<file path="config.mk">
export PLATFORM = sky130hd
export DESIGN_NAME = vblank_scheduler
export DESIGN_NICKNAME = d
export VERILOG_FILES = /design/src/rtl/vblank_scheduler.sv
export SDC_FILE = /design/constraint.sdc
export NUM_CORES = 1
export LEC_CHECK = 0
export ABC_AREA = 1
export BUFFER_PORTS_ARGS = -buffer_cell sky130_fd_sc_hd__buf_2
export CORE_MARGIN = 2
export CORE_UTILIZATION = 35
export DETAILED_ROUTE_END_ITERATION = 10
export GPL_ROUTABILITY_DRIVEN = 0
export HOLD_SLACK_MARGIN = 0.08
export PLACE_DENSITY_LB_ADDON = 0.25
export SLEW_MARGIN = 20
export SYNTH_ARGS = -nofsm -noshare
export SYNTH_HDL_FRONTEND = slang
export SYNTH_SLANG_ARGS = --single-unit
</file>
<file path="constraint.sdc">
create_clock -name clk -period 1.9 [get_ports clk]
set_clock_uncertainty 0.1 [all_clocks]
set_input_delay 0.38 -clock clk [delete_from_list [all_inputs] [get_ports clk]]
set_output_delay 0.38 -clock clk [all_outputs]
set_load 0.01 [all_outputs]
</file>
<file path="src/rtl/vblank_scheduler.sv">
// Round-robin arbiter that hands out the vertical-blanking window to
// game-logic requesters, one exclusive grant at a time, once per frame.
module vblank_scheduler #(
    parameter int N_REQ      = 4,
    parameter int MAX_CYCLES = 4096,
    parameter int CLOSE_LINE = 627
) (
    input  logic             clk,
    input  logic             rst,
    input  logic             vblnk,
    input  logic [10:0]      vcount,
    input  logic [N_REQ-1:0] req,
    input  logic [N_REQ-1:0] done,
    output logic [N_REQ-1:0] gnt,
    output logic             frame_start,
    output logic             timeout,
    output logic             overrun,
    output logic [15:0]      frame_cnt,
    output logic             idle
);

    localparam int PW = (N_REQ > 1) ? $clog2(N_REQ) : 1;
    localparam int CW = $clog2(MAX_CYCLES + 1);

    typedef enum logic [1:0] {
        IDLE,
        ARB,
        GRANT
    } state_t;

    state_t           state, state_n;
    logic [N_REQ-1:0] gnt_n;
    logic [PW-1:0]    ptr, ptr_n;
    logic [PW-1:0]    owner, owner_n;
    logic [N_REQ-1:0] served, served_n;
    logic [CW-1:0]    cnt, cnt_n;
    logic             vblnk_d;
    logic             fs_n;
    logic             to_n;
    logic             ov_n;
    logic [15:0]      fc_n;

    logic             open_win;
    logic             close_win;
    logic [N_REQ-1:0] pending;
    logic             hit;
    logic [PW-1:0]    hit_idx;

    function automatic logic [PW-1:0] wrap_add(input logic [PW-1:0] base,
                                               input int k);
        int s;
        s = int'(base) + k;
        if (s >= N_REQ) s = s - N_REQ;
        return PW'(s);
    endfunction

    assign open_win  = vblnk & ~vblnk_d;
    assign close_win = (vcount == 11'(CLOSE_LINE)) | ~vblnk;
    assign pending   = req & ~served;
    assign idle      = (state == IDLE);

    // First pending requester at or after ptr, wrapping around.
    always_comb begin
        hit     = 1'b0;
        hit_idx = '0;
        for (int k = 0; k < N_REQ; k++) begin
            if (!hit && pending[wrap_add(ptr, k)]) begin
                hit     = 1'b1;
                hit_idx = wrap_add(ptr, k);
            end
        end
    end

    always_comb begin
        state_n  = state;
        gnt_n    = gnt;
        ptr_n    = ptr;
        owner_n  = owner;
        served_n = served;
        cnt_n    = cnt;
        fs_n     = 1'b0;
        to_n     = 1'b0;
        ov_n     = 1'b0;
        fc_n     = frame_cnt;
        unique case (state)
            IDLE: begin
                if (open_win) state_n = ARB;
            end
            ARB: begin
                if (close_win) begin
                    state_n = IDLE;
                end else if (hit) begin
                    gnt_n          = '0;
                    gnt_n[hit_idx] = 1'b1;
                    owner_n        = hit_idx;
                    cnt_n          = '0;
                    state_n        = GRANT;
                end
            end
            GRANT: begin
                cnt_n = cnt + 1'b1;
                // done beats close, close beats timeout
                if (done[owner]) begin
                    gnt_n           = '0;
                    served_n[owner] = 1'b1;
                    ptr_n           = wrap_add(owner, 1);
                    state_n         = ARB;
                end else if (close_win) begin
                    gnt_n           = '0;
                    ov_n            = 1'b1;
                    served_n[owner] = 1'b1;
                    state_n         = IDLE;
                end else if (cnt == CW'(MAX_CYCLES - 1)) begin
                    gnt_n           = '0;
                    to_n            = 1'b1;
                    served_n[owner] = 1'b1;
                    ptr_n           = wrap_add(owner, 1);
                    state_n         = ARB;
                end
            end
            default: begin
                gnt_n   = '0;
                state_n = IDLE;
            end
        endcase
        // A window edge always restarts the frame, even mid-grant.
        if (open_win) begin
            fs_n     = 1'b1;
            fc_n     = frame_cnt + 16'd1;
            served_n = '0;
        end
    end

    always_ff @(posedge clk) begin
        if (rst) begin
            state       <= IDLE;
            gnt         <= '0;
            ptr         <= '0;
            owner       <= '0;
            served      <= '0;
            cnt         <= '0;
            vblnk_d     <= 1'b1;
            frame_start <= 1'b0;
            timeout     <= 1'b0;
            overrun     <= 1'b0;
            frame_cnt   <= '0;
        end else begin
            state       <= state_n;
            gnt         <= gnt_n;
            ptr         <= ptr_n;
            owner       <= owner_n;
            served      <= served_n;
            cnt         <= cnt_n;
            vblnk_d     <= vblnk;
            frame_start <= fs_n;
            timeout     <= to_n;
            overrun     <= ov_n;
            frame_cnt   <= fc_n;
        end
    end

endmodule

</file>
==> results.txt, run 1 <==
----------------------------------------------------
[Status]
  Status ... completed

[Global route]
  Global-route total usage across every layer ... 14.7%
  First-pass GRT wire length ... 10.2 mm
  Via count of the first global-routing pass ... 2386
  Largest net degree at the start of global routing ... 25
  Overflow left after global routing ... 0
  Number of antenna violations at the first check in global routing ... 0

[Pwr]
  Leakage dissipation ... between 1 and 1.5 nW
  Total power density per cell area ... 581 nW/um^2
  Power, Total ... 1.86 mW
  Max IR drop VDD ... between 200 and 250 uV

[Critical path]
  Crit-path cells ... buf_4 > inv_6 > nand2_1 > nand2_2 > nand3_1 > nand2_2 > nand3_1 > nor2_2 > nand2_1 > nand3_2 > nand2_1 > a21oi_1
  Number of buffer and inverter instances along the worst setup path ... 2
  CP Data Arrival Time ... around 1.9 ns
  Highest-delay cell along the critical path ... dfxtp_1
  Cell occurring most often along the worst timing path ... nand2_1
  Critical Path Start Type ... register
  Critical Path Start ... ptr[0]$_SDFFE_PP0P_
  Critical Path Fanout Max ... 8
  Critical Path Max Stage Delay ... 0.35 ns
  Flop2flop setup slack ... 0.18 ns
  Endpoint kind of the worst setup timing path ... register
  Worst setup path class ... reg -> reg
  FF-to-FF Start ... ptr[0]$_SDFFE_PP0P_
  Family of cells with the greatest summed delay on the critical path ... simple AND/OR/NAND/NOR gates
  Required arrival time at the worst endpoint ... ~2.0 ns

[Yosys]
  Number of warnings issued by yosys ... 0
  Synthesized netlist cell count ... 381
  Avg Synthesized Cell Area ... 6.90 sq um
  Netlist area before placement ... 2630 sq um
  Number of distinct library cells after synthesis ... 36
  Net count of the mapped netlist ... 409
  Portion of the post-synthesis area used by sequential elements ... between 30 and 40%
  Synthesized flop and latch total ... 47

[Clock network]
  CTS buffer count ... 5
  Count of hold buffers inserted by post-cts repair ... 0
  Number of buffers on the longest clock path ... 2
  Maximum level of the CTS H-tree ... 2
  Later-pin clock latency in the skew report ... 0.30 ns
  Clk pin slew, worst setup/hold paths ... approximately 0.090 ns
  Buffer count from post-CTS setup fixing ... 0
  Clock root buffer ... clkbuf_8
  TritonCTS clock tree ... built
  Clock tree sinks ... 47
  Post-cts gate resize count ... 0

[Final layout]
  Area growth from synthesis to layout ... 21.7%
  Total Nets Final ... roughly 470
  Antenna diode instance count ... 0
  Share of the core filled with cells in the final layout ... 44.1%
  Filler Cells Inserted ... ~770
  Share of layout cells above drive strength 1 ... about 28%
  Area of the multi-input gates ... 1490 sq um
  Final instance area ... between 3000 and 4000 sq um
  Area of all sequential standard cells ... 943 sq um

[STA]
  Tightest slew margin relative to the limit ... 77.2%
  Sum Neg Setup Slack ... 0 ns
  Setup violators final ... 0
  Final period demand of the worst path ... 1.72 ns
  Number of max-slew violations in the final report ... 0
  Setup slack of the critical path after layout ... around 0.18 ns
  Maximum clock frequency ... 0.581 GHz
  Transition time at the pin with the least slew margin ... between 0.3 and 0.4 ns
  Unrepaired setup endpoints after global routing ... false
  Total count of hold-check failures in the final report ... 0
  Post-route clock period utilization ... 90.5%

[Placement]
  HPWL Detailed ... 4.62 mm
  Number of buffers inserted by port buffering ... 45
  Post-Place Worst Slack ... 0.0752 ns
  Post-Place Cell Area ... 3080 sq um

[Detailed routing]
  1st-pass router iterations ... 4
  Vias after detailed routing ... 2578
  Remaining number of nets flagged by the antenna check after routing ... 0
  Total wire length ... between 5 and 6 mm
  Routed len/inst ... about 11 um
  Avg Vias per Cell ... 4.73
  Post-route DRC ... 0
  Starting DRT DRC Count ... 126

[Min path]
  Critical hold path startpoint ... vblnk
  Worst Hold Class ... in -> reg

[Flow run]
  Max capacitance violation total ... 0

[Die]
  Width of the die ... 90.7 um
  Vertical extent of the die ... 90.7 um
  Core region area ... between 7000 and 8000 sq um
  Placement Rows ... 31
  Io pins ... 46
  Starting Density ... 36.2%
  Die outline area ... 8220 sq um

----------------------------------------------------
-- where the power goes --
group          internal [mW]  total (mW)  switching [mW]
sequential              1.01        1.03          0.0215
combinational         0.0891       0.227           0.138
clock                  0.257       0.602           0.345
total                   1.35        1.86           0.505
-- worst paths after layout --
kind / to / cells past startpoint
worst max-delay path: gnt[0]$_SDFFE_PP0P_ / 12
worst min-delay path: overrun$_SDFF_PP0_ / 2
worst max register to register: gnt[0]$_SDFFE_PP0P_ / 12
worst min register to register: gnt[1]$_SDFFE_PP0P_ / 2
-- layout by cell type (no fill, tap or decap), types with 11 or more instances in the layout --
cell and count:
inv_1 41, buf_2 45, nand2_2 19, nor2_1 33
a21oi_1 29, nand3_1 45, o21ai_0 11, nand2_1 80
dfxtp_1 45, buf_4 19
-- routing by layer --
| metal | part of all wire, % | GRT usage [%] | vias up |
|---|---|---|---|
| met5 | 0 | 0 | - |
| met4 | 1.0 | 3.46 | 0 |
| met3 | 2.5 | 2.50 | 6 |
| met2 | 48 | 25.8 | 35 |
| met1 | 48 | 18.8 | 1159 |
| li1 | - | - | 1378 |
-- registers in the layout (all words and copies together) (netlist names), 2 cells and up --
register and cells:
ptr 2, owner 2, frame_cnt 16, served 4
state 2, cnt 13, gnt 4
-- cell families after synthesis --
logic type	after synthesis	share of synthesized area (%)
adder cells (fa/ha/maj)	6	2.86
flip-flops	47	35.8
XOR/XNOR	5	1.67
AO/OA/AOI/OAI	57	12.9
AND/OR/NAND/NOR	213	38.2
buffers and inverters	53	8.52
-- cell type report --
cell class,instances,area share (%)
Clock inverter,3,0.626
Timing Repair Buffer,64,11.5
Sequential cell,47,29.5
Inverter,46,5.71
Clock buffer,5,2.15
Tap cell,99,3.87
Multi-Input combinational cell,281,46.7
-- synthesized netlist by cell type, drive strengths merged --
cell,number,area share (%)
o211ai,2,0.57
inv,44,6.5
o21bai,1,0.29
clkbuf,5,0.71
nor4,1,0.24
o21ai,11,2.1
nand4,11,2.9
nor3,7,1.5
o31ai,1,0.29
o21a,2,0.57
clkinv,2,0.33
dfxtp,47,36
xnor2,2,0.67
nor2b,1,0.24
nand3,50,10
xor2,3,1.0
nor3b,1,0.29
or2,6,1.4
ha,6,2.9
nand3b,1,0.29
and3,1,0.24
a21oi,39,8.9
a211oi,1,0.29
buf,2,1.0
nor2,35,5.2
nand2,99,16
-- per-stage QoR --
stage	instances	hold slack (ns)
after floorplan	381	0.354
after global placement	537	0.353
after detailed placement	537	0.361
after CTS	545	0.190
after global routing	545	0.193
final	545	0.199
Note: power is estimated with default switching activity, not from simulation.
==> run 2, diff against run 1 <==
Settings changed: CORE_ASPECT_RATIO set to 0.5.
==> results.txt, run 2 (synthesis gave the netlist of run 1 again) <==
----------------------------------------------------
[Final layout]
  Number of standard cells in the layout, taps in and fillers out ... 546
  Most used cells in the layout excluding fill and tap cells ... nand2_1 (81), nand3_1 (46), dfxtp_1 (45), buf_2 (45), inv_1 (42)
  Most common cell after layout, fill and taps aside ... nand2_1
  Most flop-heavy register ... frame_cnt
  Filler Cells Inserted ... 757
  Share of layout cells above drive strength 1 ... 27.8%
  Area of all sequential standard cells ... 943 sq um
  Registers with the most flip-flops ... frame_cnt (16), cnt (13)
  Flip-flop count of the largest register, all copies and words added ... 16
  Total Nets Final ... 477
  Area of the multi-input gates ... 1480 sq um
  Area growth from synthesis to layout ... 25.7%
  Antenna diode instance count ... 0

[Clock network]
  Number of buffers on the longest clock path ... 2
  CTS buffer count ... 5
  Later-pin clock latency in the skew report ... 0.29 ns
  Clock tree sinks ... 47
  Clock root buffer ... clkbuf_16
  Maximum level of the CTS H-tree ... 2
  Clk pin slew, worst setup/hold paths ... about 0.060 ns
  Buffer count from post-CTS setup fixing ... 0
  TritonCTS clock tree ... built

[Pwr]
  Max IR drop VDD ... 441 uV
  Power Internal ... 1.75 mW
  Leakage dissipation ... 1.42 nW
  Total power density per cell area ... 691 nW/um^2
  Net Sw Frac ... 23.2%
  NetSw ... between 0.5 and 0.6 mW
  Sequential cell fraction of total power ... 45.1%
  Share of power burned in the clock network ... 44.8%
  Share of total power in combinational logic ... 10.0%

[STA]
  Unrepaired setup endpoints after global routing ... false
  Total count of hold-check failures in the final report ... 0
  Post-route clock period utilization ... 90.6%
  Setup violators final ... 0
  Tightest slew margin relative to the limit ... about three quarters
  Sum Neg Setup Slack ... 0 ns
  Number of max-slew violations in the final report ... 0
  Maximum clock frequency ... 0.581 GHz
  Setup slack of the critical path after layout ... 0.178 ns
  Final period demand of the worst path ... around 1.7 ns
  Transition time at the pin with the least slew margin ... 0.359 ns

[Die]
  Core region area ... 7290 sq um
  Width of the die ... roughly 130 um
  Starting Density ... a little over a third
  Io pins ... 46
  Vertical extent of the die ... 65.3 um
  Die outline area ... a little over 8000 sq um
  Placement Rows ... 22

[Critical path]
  Worst setup path class ... reg -> reg
  Endpoint kind of the worst setup timing path ... register
  Number of cells on the worst reg-to-reg path ... 12
  FF-to-FF Start ... ptr[0]$_SDFFE_PP0P_
  Critical Path Start Type ... register
  Required arrival time at the worst endpoint ... 2.02 ns
  Last element of the critical path ... cnt[7]$_SDFFE_PP0P_
  Destination of the worst register-to-register timing path ... cnt[7]$_SDFFE_PP0P_
  Flop2flop setup slack ... 0.18 ns
  Critical Path Start ... ptr[0]$_SDFFE_PP0P_
  CP Data Arrival Time ... approximately 1.8 ns
  Critical Path Fanout Max ... 11

[Detailed routing]
  Starting DRT DRC Count ... 220
  Total wire length ... approximately 6.3 mm
  Avg Vias per Cell ... 4.81
  Post-route DRC ... 0
  1st-pass router iterations ... 4
  Routed len/inst ... around 11 um
  Remaining number of nets flagged by the antenna check after routing ... 0
  Vias after detailed routing ... 2625

[Global route]
  Via count of the first global-routing pass ... 2270
  Overflow left after global routing ... 0
  Global-route total usage across every layer ... 15.7%
  Number of antenna violations at the first check in global routing ... 0
  First-pass GRT wire length ... 10.6 mm
  Largest net degree at the start of global routing ... 25

[Flow run]
  Max capacitance violation total ... 0

[Placement]
  HPWL Detailed ... 4.63 mm
  Number of buffers inserted by port buffering ... 45
  Post-Place Worst Slack ... between 0.03 and 0.04 ns
  Placed insts ... between 500 and 600

[Status]
  Status ... completed

[Min path]
  Worst Hold Class ... in -> reg

----------------------------------------------------
## run 2: cell count changes in the layout (fill, tap and decap cells not counted), sizes merged
| cell | previous run | this run |
|---|---|---|
| buf | 64 | 68 |
| bufinv | 0 | 1 |
| clkbuf | 5 | 6 |
| clkinvlp | 2 | 0 |
## run 2: area by class of cell
cell class,instances,share of cell area [%]
multi-input cells,281,44.7
repair buffers,68,12.4
well taps,96,3.63
clock inverters,2,1.06
inverters,46,5.45
flip-flops and latches,47,28.5
clock buffers,6,4.20
## run 2: worst min-delay path by stage
| stage | start | endpoint | cells past startpoint |
|---|---|---|---|
| floorplan | served[1]$_SDFFE_PP0P_ | served[1]$_SDFFE_PP0P_ | 2 |
| global placement | gnt[2]$_SDFFE_PP0P_ | gnt[2]$_SDFFE_PP0P_ | 2 |
| detailed placement | gnt[1]$_SDFFE_PP0P_ | gnt[1]$_SDFFE_PP0P_ | 2 |
| CTS | vblnk | overrun$_SDFF_PP0_ | 2 |
| global route | vblnk | overrun$_SDFF_PP0_ | 2 |
| finish | vblnk | overrun$_SDFF_PP0_ | 2 |
## run 2: power groups by stage
stage          logic, mW  clock network (mW)  registers (mW)
2_1_floorplan      0.141                   0            1.05
3_3_place_gp       0.226                   0            1.05
3_5_place_dp       0.227                   0            1.05
4_1_cts            0.228                1.05            1.03
5_1_grt            0.256                1.09            1.03
6_report           0.229                1.02            1.03
## run 2: critical path, cell delays in order (launching register included)
cell and delay (ns):
dfxtp_1 0.32, buf_12 0.14, inv_6 0.08, nand2_2 0.06, nand2_2 0.08, nand3_1 0.09, nand2_2 0.13, nand4_2 0.09
nand2_2 0.12, nand2_2 0.09, inv_4 0.17, nand2_1 0.07, a21oi_1 0.11
## run 2: through the flow
stage / utilization (%) / instance area, sq um / hold slack [ns] / power, mW
final: 45.3 / 3300 / 0.227 / 2.28
after global routing: 45.3 / 3300 / 0.251 / 2.38
after CTS: 45.1 / 3290 / 0.224 / 2.31
after detailed placement: 42.7 / 3110 / 0.356 / 1.28
after global placement: 42.7 / 3110 / 0.348 / 1.28
after floorplan: - / 2630 / 0.354 / 1.19
## run 2: routing by layer
metal | up-vias | global-route usage (%) | wire (um)
met1 | 1169 | 21.9 | 3190
li1 | 1390 | - | -
met5 | - | 0 | 0
met3 | 5 | 3.50 | 323
met4 | 0 | 4.12 | 52
met2 | 61 | 24.5 | 2690
## run 2: repair_timing
action                                  CTS  global route
hold buffers                              0             0
endpoints found under the setup margin    0            20
resized for setup                         0             7
